**config.mk**
```make
export PLATFORM = sky130hd
export DESIGN_NAME = irq_arbiter
export DESIGN_NICKNAME = d
export VERILOG_FILES = /design/src/rtl/irq_arbiter.sv
export SDC_FILE = /design/constraint.sdc
export NUM_CORES = 1
export LEC_CHECK = 0
export ABC_AREA = 1
export BUFFER_PORTS_ARGS = -buffer_cell sky130_fd_sc_hd__buf_2
export CAP_MARGIN = 10
export CORE_MARGIN = 2
export CORE_UTILIZATION = 35
export CTS_CLUSTER_DIAMETER = 50
export DETAILED_ROUTE_END_ITERATION = 7
export HOLD_SLACK_MARGIN = 0.08
export PLACE_DENSITY = 0.57
export SYNTH_ARGS = -nofsm -noshare
export SYNTH_HDL_FRONTEND = slang
export SYNTH_SLANG_ARGS = --single-unit
```
**constraint.sdc**
```tcl
create_clock -name clk -period 22 [get_ports clk]
set_input_delay 4.4 -clock clk [delete_from_list [all_inputs] [get_ports clk]]
set_output_delay 4.4 -clock clk [all_outputs]
set_load 0.01 [all_outputs]
```
**src/rtl/irq_arbiter.sv**
```systemverilog
// irq_arbiter: latches interrupt edges, arbitrates by priority and enable, and hands one vector at a time to the core.
// Preempted levels are kept on a stack and restored on irq_done.
module irq_arbiter #(
  parameter int VecAmount = 8,
  parameter int PrioWidth = 3,
  parameter int StackDepth = 4
) (
  input  logic                         clk,
  input  logic                         reset,
  input  logic [VecAmount-1:0]         src_level,
  output logic [VecAmount-1:0]         src_clear,
  input  logic                         cfg_we,
  input  logic [$clog2(VecAmount)-1:0] cfg_index,
  input  logic                         cfg_enable,
  input  logic [PrioWidth-1:0]         cfg_prio,
  output logic                         irq_req,
  output logic [$clog2(VecAmount)-1:0] irq_id,
  output logic [PrioWidth-1:0]         irq_prio,
  input  logic                         irq_ack,
  input  logic                         irq_done,
  output logic [PrioWidth-1:0]         cur_level,
  output logic                         stack_full
);
  localparam int IdW = $clog2(VecAmount);
  localparam int SpW = $clog2(StackDepth + 1);
  localparam int StW = (StackDepth > 1) ? $clog2(StackDepth) : 1;
  logic [VecAmount-1:0] src_q, pending, enable, rise, clr, elig, pending_nxt;
  logic [VecAmount-1:0][PrioWidth-1:0] prio;
  logic [StackDepth-1:0][PrioWidth-1:0] stack;
  logic [SpW-1:0] sp, sp_done, sp_nxt;
  logic [PrioWidth-1:0] lvl_done, lvl_nxt, best_prio;
  logic [IdW-1:0] best_id;
  logic take, req_nxt;
  assign take = irq_ack & irq_req;
  assign rise = src_level & ~src_q;
  assign clr = take ? VecAmount'(1) << irq_id : '0;
  assign pending_nxt = (pending & ~clr) | rise;
  assign stack_full = sp == SpW'(StackDepth);
  // done pops first, then an ack pushes the level that the pop produced
  always_comb begin
    sp_done = (irq_done && sp != '0) ? sp - 1'b1 : sp;
    lvl_done = irq_done ? (sp != '0 ? stack[StW'(sp - 1'b1)] : '0) : cur_level;
    sp_nxt = take ? sp_done + 1'b1 : sp_done;
    lvl_nxt = take ? irq_prio : lvl_done;
  end
  // downward scan with >= lets the lowest index win ties
  always_comb begin
    elig = '0;
    best_id = '0;
    best_prio = '0;
    for (int i = VecAmount - 1; i >= 0; i--) begin
      elig[i] = pending[i] & enable[i] & (prio[i] > lvl_nxt);
      if (elig[i] && prio[i] >= best_prio) begin
        best_id = IdW'(i);
        best_prio = prio[i];
      end
    end
    req_nxt = |elig && !take && sp_nxt != SpW'(StackDepth);
  end
  always_ff @(posedge clk or negedge reset)
    if (!reset) begin
      src_q <= '0;
      pending <= '0;
      enable <= '0;
      prio <= '0;
      stack <= '0;
      sp <= '0;
      cur_level <= '0;
      src_clear <= '0;
      irq_req <= 1'b0;
      irq_id <= '0;
      irq_prio <= '0;
    end else begin
      src_q <= src_level;
      pending <= pending_nxt;
      if (cfg_we) begin
        enable[cfg_index] <= cfg_enable;
        prio[cfg_index] <= cfg_prio;
      end
      if (take) stack[StW'(sp_done)] <= lvl_done;
      sp <= sp_nxt;
      cur_level <= lvl_nxt;
      src_clear <= clr;
      irq_req <= req_nxt;
      irq_id <= best_id;
      irq_prio <= best_prio;
    end
endmodule

```
=== Yosys cells after proc, flatten, opt, wreduce, memory -nomap -nowiden ===
Cells that the tools add are included.

* Register bits after elaboration: 81
* Output and inout port bits: 19
* Logic and storage cells: 118

* $add $sub $neg: 2
* $lt $le $gt $ge: 21
* Equal/unequal tests: 2
* Shift operators: 1
* Mux-type cells: 33
* Bitwise operators: 22
* Reduce and logical (&&, ||, !) cells: 16

{| class="wikitable"
|+ Operators by type and width
! cell !! count
|-
| 3-bit 2-to-1 mux || 24
|-
| 24-bit bitwise mux || 1
|-
| 3-bit > comparator || 8
|-
| 3-bit greater-or-equal comparator || 7
|-
| 1-bit bitwise AND || 17
|-
| 8-bit bitwise AND || 2
|-
| 8-bit inverter || 2
|-
| 1-bit logical AND || 13
|-
| 12-bit bitwise mux || 1
|-
| 3-bit demux with 3-bit select || 1
|-
| 8-bit bitwise mux || 1
|-
| 8-bit 2-to-1 mux || 1
|-
| 8-bit bitwise OR || 1
|-
| 8-bit OR reduction || 1
|-
| 1-bit by 3-bit << shifter with 8-bit output (first input constant) || 1
|-
| 3-bit binary-select mux with 2-bit select || 1
|-
| 3-bit demux with 2-bit select || 1
|-
| 3-bit by 1-bit greater-or-equal comparator with 1-bit output (second input constant) || 2
|-
| 2-bit by 3-bit less-than comparator with 1-bit output (second input constant) || 2
|-
| 3-bit by 4-bit less-than comparator with 1-bit output (second input constant) || 1
|-
| 3-bit by 1-bit adder with 3-bit output (second input constant) || 1
|-
| 1-bit demux with 3-bit select || 1
|-
| 3-bit == test (second input constant) || 1
|-
| 3-bit != test (second input constant) || 1
|-
| other kinds (5) || 5
|}

=== Depth between registers and ports, before layout ===
Gate-level depths: netlist of the first run.

* Depth in word-level cells: 31
* Depth in mapped cells: 77

=== Worst setup path after synthesis of the first run ===
OpenSTA, ideal clock, no wires.

* Kind: input -> register
* From: input irq_done
* To: register irq_id[2]
* Arrival: 12.539 ns
* Data required time: 21.935 ns
* Setup slack: 9.396 ns
* Cell stages on the path: 71
* Buffers on the path: 0
* Cell sequence: nand2_1 > inv_1 > nand2_1 > o21ai_0 > o21ai_0 > ha_1 > nand3_1 > nand2_1 > inv_1 > nand2_1 > inv_1 > nand2_1 > ha_1 > a21oi_1 > nand3_1 > nand2_2 > nand2_1 > o21ai_0 > [35 not listed] > nand2_2 > nand2_4 > nand2_4 > nand2_2 > and2_1 > ha_1 > nand2_1 > o211ai_1 > nand2_1 > or2_2 > nand2_1 > ha_1 > a21oi_1 > o211ai_1 > nand2_1 > nand2_1 > a21oi_1 > and3_2

* Longest elaborated chain between the ends: 27
* Elaborated cells between the ends (all ways): 48
* Those cells by class: 15 x order compare; 17 x mux; 8 x bitwise; 8 x reduce/logical

{| class="wikitable"
|+ RTL lines
! element !! line !! RTL
|-
| start, declared || 20 || <nowiki>input logic irq_done,</nowiki>
|-
| 3-bit 2-to-1 mux * || 42 || <nowiki>lvl_done = irq_done ? (sp != '0 ? stack[StW'(sp - 1'b1)] : '0) : cur_level;</nowiki>
|-
| 3-bit 2-to-1 mux * || 44 || <nowiki>lvl_nxt = take ? irq_prio : lvl_done;</nowiki>
|-
| 3-bit > comparator || 52 || <nowiki>elig[i] = pending[i] & enable[i] & (prio[i] > lvl_nxt);</nowiki>
|-
| 1-bit bitwise AND || 52 ||
|-
| 1-bit logical AND || 53 || <nowiki>if (elig[i] && prio[i] >= best_prio) begin</nowiki>
|-
| 3-bit 2-to-1 mux || 53 ||
|-
| 3-bit greater-or-equal comparator || 53 ||
|-
| 1-bit logical AND || 53 ||
|-
| [12 not listed] || -- ||
|-
| 3-bit 2-to-1 mux || 53 ||
|-
| 3-bit greater-or-equal comparator || 53 ||
|-
| 1-bit logical AND || 53 ||
|-
| 3-bit 2-to-1 mux || 53 ||
|-
| 3-bit greater-or-equal comparator || 53 ||
|-
| 1-bit logical AND || 53 ||
|-
| 3-bit 2-to-1 mux * || 53 ||
|-
| via best_id[2] || 32 || <nowiki>logic [IdW-1:0] best_id;</nowiki>
|-
| end signal, assigned || 85 || <nowiki>irq_id <= best_id;</nowiki>
|-
| end, declared || 17 || <nowiki>output logic [$clog2(VecAmount)-1:0] irq_id,</nowiki>
|}

Mark *: on every way through the listed nets, which the timed path passes. The rest lies on a longest branch.
A chain may end at the register's enable or synchronous reset.

=== Worst setup path in the final report of the first run ===
Ends and elaborated chain as after synthesis.

==> reports/metrics.yaml, run 1 <==
grt_max_degree: 82
cp.required_ns: 22.28
setup-violations-final: 0
min_to: "pending[5]"
ys_seq_area_frac: 0.439
die_h_um: 119
syn_avg_cell_area_um2: 8.48
synthTopCellsByArea: "dfrtp_1, ha_1, nand2_1, o21ai_0, inv_1"
worstPathArrival_ns: 13.43
cts_tree: "yes"
fin_skew_ns: 0.00577
synth-seq-cells: 81
slew_headroom: 0.313
async_flop_share: 1.00
criticalPathCategory: "primary input to flop"
max_freq_ghz: 0.0761
peakVddDrop_mv: 0.0639
reg2regPathDepth: 74
synth_nets: 611
vias: 3668
cts_resized: 0
synth_area_um2: 4610
synth_top_cell_by_area: "dfrtp_1"
port_buffers: 38
hold_viol: 0
grt_pass1_wl_mm: 18.5
synth_ff_type: "dfrtp_1"
fin_crit_ns: 13.14
drt_iter0_markers: 165
synth_commonest_cells: "nand2_1, dfrtp_1, o21ai_0, inv_1, ha_1"
setup_ws_ns: 8.86
dp_slack_ns: 8.56
antenna_found_initial: 0
p_per_area_nw_per_um2: 170
final_util: 0.421
min_path_cells: 1
cts_htree_levels: 3
wl_per_cell_um: 13.9
clock_path_buffers: 2
num_antenna_cells: 0
drive_above_1_share: 0.154
start_util: 0.363
clk_pin_slew_ns: 0.06
routed_wl_mm: 10.7
r2r-end: "irq_id[2]"
ys_types: 31
crit_path_frequent_cell: "nand2_1"
fin_setup_tns_ns: 0
crit_fanout: 9
rr_startpoint: "sp[0]"
final_nets: 661
first_pass_iters: 4
core_area_um2: 12700
areaGrowthSynthToFinish_pct: 16.0
max_stage_delay_ns: 0.36
hpwl_mm: 8.32
top_level_ports: 39
hp-class: "flop to flop"
r2r_slack_ns: 11.85
crit_path_top_delay_cell: "or2_2"
numClockSinks: 81
cts_buffers: 9
finalMaxSlewViolations: 0
dieArea_um2: 14100
startpoint_type: "primary input"
grt_use_total: 0.166
gp_congestion: 0.897
synth_cells: 544
postCtsHoldBufs: 0
clock_latency_ns: 0.34
cts_setup_buffers: 0
worst-slew-pin-transition_ns: 1.03
synth_edf_count: 0
min_from: "src_q[5]"
rows: 41
status: "finished clean"
cts_root_buf: "clkbuf_16"
grt-ovfl-total: 0
cp-end-kind: "flop"
vias_per_cell: 4.76
grt_pass1_vias: 3822
yosysTopAreaCellShare: 0.439
synth_warnings: 0
yosysMostFrequentCell: "nand2_1"
dieWidth_um: 119
drc_errors: 0
rsz0062_at_grt: "false"
p_leak_nw: 2.78
detail-route-antenna-nets: 0
drv_cap: 0
min_period_over_period: 0.597
critical path, delay by kind of cell:
family	cells	cell delay, ns
AO/OA/AOI/OAI	14	2.12
buffers and inverters	12	1.03
adder cells (fa/ha/maj)	8	2.28
AND/OR/NAND/NOR	37	3.54
kinds of logic (layout without fill, tap and decap cells):
family                     after synthesis  in the layout  share of synthesized area
AOI/OAI and AO/OA                      117            117                      0.140
xor gates and xnor gates                 4              4                    0.00759
and+or+nand+nor                        215            215                      0.220
buffers and inverters                   80            134                     0.0651
adders and majority gates               47             47                      0.127
DFF                                     81             81                      0.439
state kept, by name, summed over array words and instances (netlist names):
signal and cells:
prio 24, stack 12, enable 8, pending 8, src_clear 8, src_q 8
cur_level 3, irq_id 3, irq_prio 3, sp 3, irq_req 1
how the worst max path moves through the flow:
stage                   from         to  depth (start not counted)
floorplan           irq_done  irq_id[2]                         71
global placement    irq_done  irq_id[2]                         71
detailed placement  irq_done  irq_id[2]                         71
CTS                 irq_done  irq_id[2]                         71
global route        irq_done  irq_id[2]                         72
finish              irq_done  irq_id[2]                         71
metal layers:
metal / vias to the layer above / global-route usage / share of wire
li1: 1890 / - / -
met1: 1681 / 0.208 / 0.46
met2: 80 / 0.278 / 0.48
met3: 17 / 0.0426 / 0.044
met4: 0 / 0.0558 / 0.020
met5: - / 0 / 0
final cells by class:
cell class | instances | area [um^2]
clock buffer | 9 | 225
clock inverter | 6 | 91.3
fill | 1318 | 7370
inverter | 78 | 293
multi-input combinational | 383 | 2290
sequential | 81 | 2030
tap | 172 | 215
timing repair buffer | 41 | 215
per-stage QoR:
step / hold slack, ns / power (mW) / std cells / area, um^2
floorplan: 0.400 / 0.617 / 544 / 4610
global placement: 0.402 / 0.723 / 755 / 5040
detailed placement: 0.413 / 0.752 / 755 / 5040
CTS: 0.422 / 0.918 / 770 / 5350
global route: 0.442 / 1.01 / 770 / 5350
finish: 0.414 / 0.910 / 770 / 5350
layout by cell type (no fill, tap or decap), types with 2 or more instances in the layout:
cell	count
nand2_1	120
dfrtp_1	81
o21ai_0	80
inv_1	78
ha_1	47
buf_2	37
nor2_1	30
nand3_1	21
a21oi_1	14
nand2_2	12
nand2_4	9
clkbuf_16	9
o21a_1	6
nand3_2	5
a211oi_1	5
a311oi_1	5
or2_2	5
buf_4	4
o211ai_1	3
and2_1	3
xor2_1	3
nor2_2	2
nand3b_1	2
nor4_1	2
bufinv_16	2
inv_6	2
report_power, final:
group | internal (mW) | total, mW | switching, mW | leakage (nW)
registers | 0.191 | 0.220 | 0.0289 | 0.981
clock network | 0.0996 | 0.162 | 0.0628 | 0.156
logic | 0.206 | 0.528 | 0.322 | 1.64
total | 0.496 | 0.910 | 0.413 | 2.78
Power figures use the tool's default switching activity.
==> run 2, diff against run 1 <==
--- a/config.mk
+++ b/config.mk
@@ -13,7 +13,7 @@
 export CTS_CLUSTER_DIAMETER = 50
 export DETAILED_ROUTE_END_ITERATION = 7
 export HOLD_SLACK_MARGIN = 0.08
-export PLACE_DENSITY = 0.57
+export PLACE_DENSITY = 0.59
 export SYNTH_ARGS = -nofsm -noshare
 export SYNTH_HDL_FRONTEND = slang
 export SYNTH_SLANG_ARGS = --single-unit
==> constraint.sdc (replaced) <==
create_clock -name clk -period 11.85 [get_ports clk]
set_input_delay 2.37 -clock clk [delete_from_list [all_inputs] [get_ports clk]]
set_output_delay 2.37 -clock clk [all_outputs]
set_load 0.01 [all_outputs]
==> reports/metrics.yaml, run 2 (synthesized netlist as in run 1, its figures left out) <==
status: "finished clean"
cts_htree_levels: 3
hp-class: "flop to flop"
finalMaxSlewViolations: 0
rsz0062_at_grt: "false"
final_nets: 662
fin_setup_tns_ns: 0
largestRegisters: "prio (24), stack (12)"
min_period_over_period: 0.927
fin_crit_ns: 10.99
first_pass_iters: 4
start_util: 0.363
max_stage_delay_ns: 0.34
cts_buffers: 9
vias: 3730
crit_path_top_delay_cell: "or2_2"
p_leak_nw: 2.79
final_util: 0.423
num_antenna_cells: 0
worst-slew-pin-transition_ns: 1.04
rows: 41
drt_iter0_markers: 179
peakVddDrop_mv: 0.136
setup-violations-final: 0
fin_skew_ns: 0.0103
dr.max_layer_used: "met4"
dieArea_um2: 14100
gp_congestion: 0.855
vias_per_cell: 4.83
final_common_cell: "nand2_1"
drc_errors: 0
grt_pass1_vias: 3789
max_freq_ghz: 0.0910
min_from: "src_q[5]"
startpoint_type: "primary input"
core_area_um2: 12700
grt_max_degree: 55
criticalPathCategory: "primary input to flop"
fin_cells: 772
port_buffers: 38
slew_headroom: 0.303
dieWidth_um: 119
wl_per_cell_um: 14.8
hpwl_mm: 8.70
antenna_found_initial: 0
clk_pin_slew_ns: 0.06
p_per_area_nw_per_um2: 318
rr_startpoint: "sp[0]"
clock_path_buffers: 2
drv_cap: 0
top_level_ports: 39
final_cell_mix: "nand2_1, dfrtp_1, inv_1"
grt_pass1_wl_mm: 18.7
areaGrowthSynthToFinish_pct: 16.6
numPlacedInstances: 756
min_to: "pending[5]"
postCtsHoldBufs: 0
crit_fanout: 8
worstPathArrival_ns: 11.28
drive_above_1_share: 0.167
grt-ovfl-total: 0
regMostFlops: "prio"
routed-wl-met3_um: 574
detail-route-antenna-nets: 0
hold_viol: 0
cp.required_ns: 12.14
die_h_um: 119
reg2regPathDepth: 75
wl_met2_mm: 5.45
n_fill_cell: 1312
cp-end-kind: "flop"
clock_latency_ns: 0.35
wl_met1_mm: 5.09
cts_root_buf: "clkbuf_16"
numClockSinks: 81
cts_setup_buffers: 0
largest_reg_flops: 24
r2r_slack_ns: 1.73
cts_tree: "yes"
crit_path_frequent_cell: "nand2_1"
min_path_cells: 1
routed_wl_mm: 11.4
r2r-end: "irq_id[2]"
grt_use_total: 0.172
==> run 2: timing repair <==
item,in CTS,in global routing
resized for setup,0,12
setup endpoints to repair,0,6
hold endpoints to repair,0,0
==> run 2: worst max-delay path by stage <==
stage / to / start / depth (start not counted)
finish: irq_id[2] / irq_done / 71
global route: irq_id[2] / irq_done / 71
CTS: irq_id[1] / irq_done / 70
detailed placement: irq_id[1] / irq_done / 70
global placement: irq_id[1] / irq_done / 69
floorplan: irq_id[2] / irq_done / 71
==> run 2: stage by stage <==
step                cell area, um^2  power (mW)  hold WS, ns  setup WS (ns)
detailed placement             5040        1.41        0.412          0.221
finish                         5380        1.71        0.421          0.863
floorplan                      4610        1.15        0.400           1.28
global placement               5040        1.36        0.403          0.712
global route                   5380        1.89        0.438         0.0383
CTS                            5360        1.72        0.421          0.544
==> run 2: critical path, delay by kind of cell <==
| kind | cells | cell delay, ns |
|---|---|---|
| compound gates | 15 | 2.30 |
| simple gates | 36 | 3.39 |
| buf+inv | 12 | 0.93 |
| fa+ha+maj | 8 | 2.28 |
==> run 2: power breakdown <==
part | internal, mW | switching [mW]
Sequential | 0.355 | 0.0551
Combinational | 0.388 | 0.622
Clock | 0.176 | 0.117
==> run 2: per-layer routing <==
| layer | GRT usage | vias to the layer above |
|---|---|---|
| met1 | 0.206 | 1743 |
| met3 | 0.0536 | 19 |
| li1 | - | 1889 |
| met2 | 0.291 | 79 |
| met5 | 0 | - |
| met4 | 0.0618 | 0 |
==> run 2: area by class of cell <==
| class | instances | area (um^2) | share of cell area |
|---|---|---|---|
| Tap cell | 172 | 215 | 0.0400 |
| Multi-Input combinational cell | 383 | 2310 | 0.429 |
| Timing Repair Buffer | 42 | 223 | 0.0414 |
| Sequential cell | 81 | 2030 | 0.377 |
| Clock inverter | 5 | 61.3 | 0.0114 |
| Inverter | 78 | 293 | 0.0544 |
| Clock buffer | 11 | 253 | 0.0470 |
